===== src/rtl/sram_arbiter.sv =====
// Round-robin arbiter sharing one single-port synchronous SRAM between the JTAG
// bridge (port A) and the core (port B), with RD_LAT-cycle read latency handling.
module sram_arbiter #(
  parameter int ADDR_W = 16,
  parameter int DATA_W = 8,
  parameter int RD_LAT = 1
) (
  input  logic              clk,
  input  logic              rst_n,
  input  logic              a_req,
  input  logic              a_we,
  input  logic [ADDR_W-1:0] a_addr,
  input  logic [DATA_W-1:0] a_wdata,
  output logic              a_ack,
  output logic [DATA_W-1:0] a_rdata,
  input  logic              b_req,
  input  logic              b_we,
  input  logic [ADDR_W-1:0] b_addr,
  input  logic [DATA_W-1:0] b_wdata,
  output logic              b_ack,
  output logic [DATA_W-1:0] b_rdata,
  output logic [ADDR_W-1:0] sram_address,
  output logic [DATA_W-1:0] sram_data_in,
  input  logic [DATA_W-1:0] sram_data_out,
  output logic              sram_write_enable,
  output logic              busy,
  output logic [1:0]        state_dbg
);

  // Handshake: a requester raises req with we/addr/wdata stable and keeps them so
  // until its one-cycle ack; req is sampled only in IDLE, and once granted the
  // access always completes with an ack even if req drops.

  localparam int CNT_W = $clog2(RD_LAT + 1);

  localparam logic [1:0] S_IDLE   = 2'd0;
  localparam logic [1:0] S_ACCESS = 2'd1;
  localparam logic [1:0] S_WAIT   = 2'd2;
  localparam logic [1:0] S_ACK    = 2'd3;

  logic [1:0]        state_q, state_d;
  logic              ptr_q, ptr_d;   // 0: A wins a tie, 1: B wins a tie
  logic              gnt_q, gnt_d;   // 0: A granted, 1: B granted
  logic              we_q, we_d;
  logic [ADDR_W-1:0] addr_q, addr_d;
  logic [DATA_W-1:0] wdata_q, wdata_d;
  logic [DATA_W-1:0] a_rdata_q, a_rdata_d;
  logic [DATA_W-1:0] b_rdata_q, b_rdata_d;
  logic [CNT_W-1:0]  cnt_q, cnt_d;
  logic              win_b;

  always_comb begin
    state_d   = state_q;
    ptr_d     = ptr_q;
    gnt_d     = gnt_q;
    we_d      = we_q;
    addr_d    = addr_q;
    wdata_d   = wdata_q;
    a_rdata_d = a_rdata_q;
    b_rdata_d = b_rdata_q;
    cnt_d     = cnt_q;
    win_b     = 1'b0;
    case (state_q)
      S_IDLE: begin
        if (a_req || b_req) begin
          win_b   = (a_req && b_req) ? ptr_q : b_req;
          gnt_d   = win_b;
          we_d    = win_b ? b_we : a_we;
          addr_d  = win_b ? b_addr : a_addr;
          wdata_d = win_b ? b_wdata : a_wdata;
          state_d = S_ACCESS;
        end
      end
      S_ACCESS: begin
        if (we_q) begin
          state_d = S_ACK;
        end else begin
          cnt_d   = CNT_W'(RD_LAT);
          state_d = S_WAIT;
        end
      end
      S_WAIT: begin
        cnt_d = cnt_q - 1'b1;
        // Last wait cycle: the SRAM output now reflects the latched address.
        if (cnt_q == CNT_W'(1)) begin
          if (gnt_q) b_rdata_d = sram_data_out;
          else       a_rdata_d = sram_data_out;
          state_d = S_ACK;
        end
      end
      S_ACK: begin
        ptr_d   = ~gnt_q;
        state_d = S_IDLE;
      end
      default: state_d = S_IDLE;
    endcase
  end

  always_ff @(posedge clk) begin
    if (!rst_n) begin
      state_q   <= S_IDLE;
      ptr_q     <= 1'b0;
      gnt_q     <= 1'b0;
      we_q      <= 1'b0;
      addr_q    <= '0;
      wdata_q   <= '0;
      a_rdata_q <= '0;
      b_rdata_q <= '0;
      cnt_q     <= '0;
    end else begin
      state_q   <= state_d;
      ptr_q     <= ptr_d;
      gnt_q     <= gnt_d;
      we_q      <= we_d;
      addr_q    <= addr_d;
      wdata_q   <= wdata_d;
      a_rdata_q <= a_rdata_d;
      b_rdata_q <= b_rdata_d;
      cnt_q     <= cnt_d;
    end
  end

  assign sram_address      = addr_q;
  assign sram_data_in      = wdata_q;
  assign sram_write_enable = (state_q == S_ACCESS) && we_q;
  assign a_ack             = (state_q == S_ACK) && !gnt_q;
  assign b_ack             = (state_q == S_ACK) && gnt_q;
  assign a_rdata           = a_rdata_q;
  assign b_rdata           = b_rdata_q;
  assign busy              = (state_q != S_IDLE);
  assign state_dbg         = state_q;

endmodule

===== config.mk =====
export PLATFORM = sky130hd
export DESIGN_NAME = sram_arbiter
export DESIGN_NICKNAME = d
export VERILOG_FILES = /design/src/rtl/sram_arbiter.sv
export SDC_FILE = /design/constraint.sdc
export NUM_CORES = 1
export LEC_CHECK = 0
export ABC_AREA = 0
export CORE_AREA = 2 2 77 116
export CTS_BUF_LIST = sky130_fd_sc_hd__clkbuf_4
export DETAILED_ROUTE_END_ITERATION = 12
export DIE_AREA = 0 0 79 118
export PLACE_DENSITY = 0.61
export SETUP_SLACK_MARGIN = 0.05
export SLEW_MARGIN = 10
export SYNTH_ARGS = -nofsm -noshare
export SYNTH_HDL_FRONTEND = slang
export SYNTH_SLANG_ARGS = --single-unit

===== constraint.sdc =====
create_clock -name clk -period 3.7 [get_ports clk]
set_input_delay 0.555 -clock clk [delete_from_list [all_inputs] [get_ports clk]]
set_output_delay 0.555 -clock clk [all_outputs]
set_load 0.01 [all_outputs]

==> flow_summary.yaml <==
sta:
  worstMarginPinSlew_ps: 1050
  period_minus_slack_ps: 2390
  fmax_mhz: 419
  hold_viol_final: 0
  finalSetupViolations: 0
  fin_crit_sh: 0.645
  fin_worst_skew_ps: 16.4
  setup_ws_ps: 1310
  relSlewSlack: 0.303
  maxSlewViolCount: 0
  finalSetupTns_ps: 0
  rsz0062_at_grt: "no"
critical_path:
  critPathMostFrequentCell: "inv_1"
  startpoint_type: "register"
  critPathKind: "register to primary output"
  worst-path-buf-inv: 3
  cp_cell_sequence: "inv_1, ha_1, inv_1, clkdlybuf4s50_1"
  end_kind: "primary output"
  slowest_delay_ps: 530
  slowest_stage: "clkdlybuf4s50_1"
  path_delay_family: "buffers and inverters"
  cp.arrival_ps: 1830
  crit_required_ps: 3140
  path_max_fanout: 7
logic_synthesis:
  netlist_instances: 234
  ys_types: 27
  synth_top_cell_by_area: "dfxtp_1"
  ys_async_sr_fraction: 0
  netlist.area_leader.share: 0.438
  yosysWarnings: 0
  synth_edf_count: 0
  synth.avg_cell_area_um2: 8.99
  synth_most_common_cell: "o21ai_0"
  synth_area_leaders: "dfxtp_1 (44%), o21ai_0 (11%), mux2i_1 (8.6%)"
  syn_area_mm2: 0.00210
  synth-seq-area-share: 0.438
  synth_seq_cells: 46
  synth_ff_type: "dfxtp_1"
  synth_commonest_cells: "o21ai_0 (47), dfxtp_1 (46), a21oi_1 (26)"
  syn_nets: 300
floorplanning:
  placementRows: 41
  die_h_um: 118
  coreArea_mm2: 0.00831
  fp.dieW_um: 79
  initial_utilization: 0.253
  die_area_mm2: 0.00932
  io_pins: 108
drt:
  ant_nets: 0
  dr_wl_met2_mm: 3.71
  drc: 0
  drtIter0Drc: 91
  wl_met1_mm: 2.67
  drt_wl_total_mm: 6.82
  vias: 2107
  dr.pass1.iters: 5
  met3RoutedLength_um: 389
  routedWlPerCell_um: 15.6
  topRoutingLayerUsed: "met4"
  via_per_inst: 4.82
placement:
  dp.final_hpwl_mm: 4.69
  dp.cells: 429
  routabilityCongestion: 0.726
  portBuffers: 107
  pre_cts_ws_ps: 1240
clock_tree:
  cts_tree: "yes"
  cts-root-buf: "clkbuf_4"
  numCtsBuffers: 5
  cts.sinks: 46
  cts_repair_resize_count: 0
  clkTransAtPathRegs_ps: 130
  insertion_delay_ps: 350
  cts_hold_buf: 0
  postCtsSetupBuffers: 0
  htreeDepth: 2
  ctsLongestPathBuffers: 2
grt:
  track_usage: 0.140
  grt_antenna_before_repair: 0
  grt_pass1_wl_mm: 10.5
  grt_pass1_vias: 2053
  grt_max_degree: 49
  gr-total-overflow: 0
cells_and_area:
  multi_input_area_mm2: 0.00103
  area_delta_synth_final_pct: 55.3
  layout-drive-gt1-share: 0.0424
  fin_cells: 437
  fin_nets: 395
  fillers: 880
  diodes: 0
  ff_latch_area_um2: 921
power_and_ir_drop:
  p_per_area_mw_per_mm2: 568
  power_leakage_uw: 0.00126
  max-vdd-ir-drop_mv: 0.270
hold_path:
  hold_path_class: "register to register"
run:
  maxCapViolCount: 0
status:
  status: "completed"
[routing by layer]
metal | GRT usage | vias up
met3 | 0.0345 | 4
met5 | 0 | -
met2 | 0.261 | 92
met4 | 0.0323 | 0
li1 | - | 1033
met1 | 0.157 | 978
[state kept, by name, indices dropped and copies added (netlist names)]
name	cells
sram_address	16
cnt_q	1
sram_data_in	8
b_rdata	8
ptr_q	1
a_rdata	8
we_q	1
state_dbg	2
gnt_q	1
[tightest hold or removal path: stages (launching register included)]
cell	delay (ps)
dfxtp_1	350
mux2i_1	70
nor2b_1	90
[cell type report]
class	count	area share
flip-flops and latches	46	0.282
well taps	107	0.0410
repair buffers	109	0.332
multi-input cells	162	0.315
inverters	5	0.00574
clock inverters	3	0.0123
clock buffers	5	0.0115
[kinds of logic after synthesis]
logic type / share of synthesized area
simple gates: 0.0921
flops: 0.438
buf+inv: 0.0725
fa+ha+maj: 0.0238
compound gates: 0.288
mux: 0.0856
[placed cells by master, fill, tap and decap left out, types with 2 or more instances in the layout]
cell and count:
a21oi_1 26, a31oi_1 25, and2_1 2, buf_4 2
clkbuf_4 5, clkdlybuf4s50_1 107, clkinv_2 2, dfxtp_1 46
ha_1 4, inv_1 5, mux2i_1 18, nand2_1 4
nor2b_1 20, o21a_1 2, o21ai_0 47, o21ai_1 3
[final timing paths]
| path | startpoint | slack (ps) | to | cells after the start |
|---|---|---|---|---|
| setup reg to reg | state_dbg[0] | 1690 | sram_data_in[4] | 5 |
| hold / removal | b_rdata[1] | 540 | b_rdata[1] | 2 |
| setup / recovery | state_dbg[0] | 1310 | busy | 4 |
| hold reg to reg | b_rdata[1] | 540 | b_rdata[1] | 2 |
[where the power goes]
| group | internal [uW] | switching [uW] | leakage (uW) | total [uW] |
|---|---|---|---|---|
| Sequential | 620 | 84.7 | 0.000378 | 704 |
| Combinational | 427 | 421 | 0.000841 | 848 |
| Clock | 140 | 165 | 0.0000450 | 305 |
[per-stage QoR]
| step | instance area (um^2) | power [uW] | hold slack [ps] | util |
|---|---|---|---|---|
| final | 3270 | 1860 | 537 | 0.393 |
| after global routing | 3270 | 1980 | 559 | 0.393 |
| after CTS | 3270 | 1880 | 542 | 0.393 |
| after detailed placement | 3190 | 1560 | 508 | 0.384 |
| after global placement | 3190 | 1540 | 503 | 0.384 |
| after floorplan | 2100 | 1180 | 516 | - |
No activity file was read; power rests on OpenSTA's default activity.
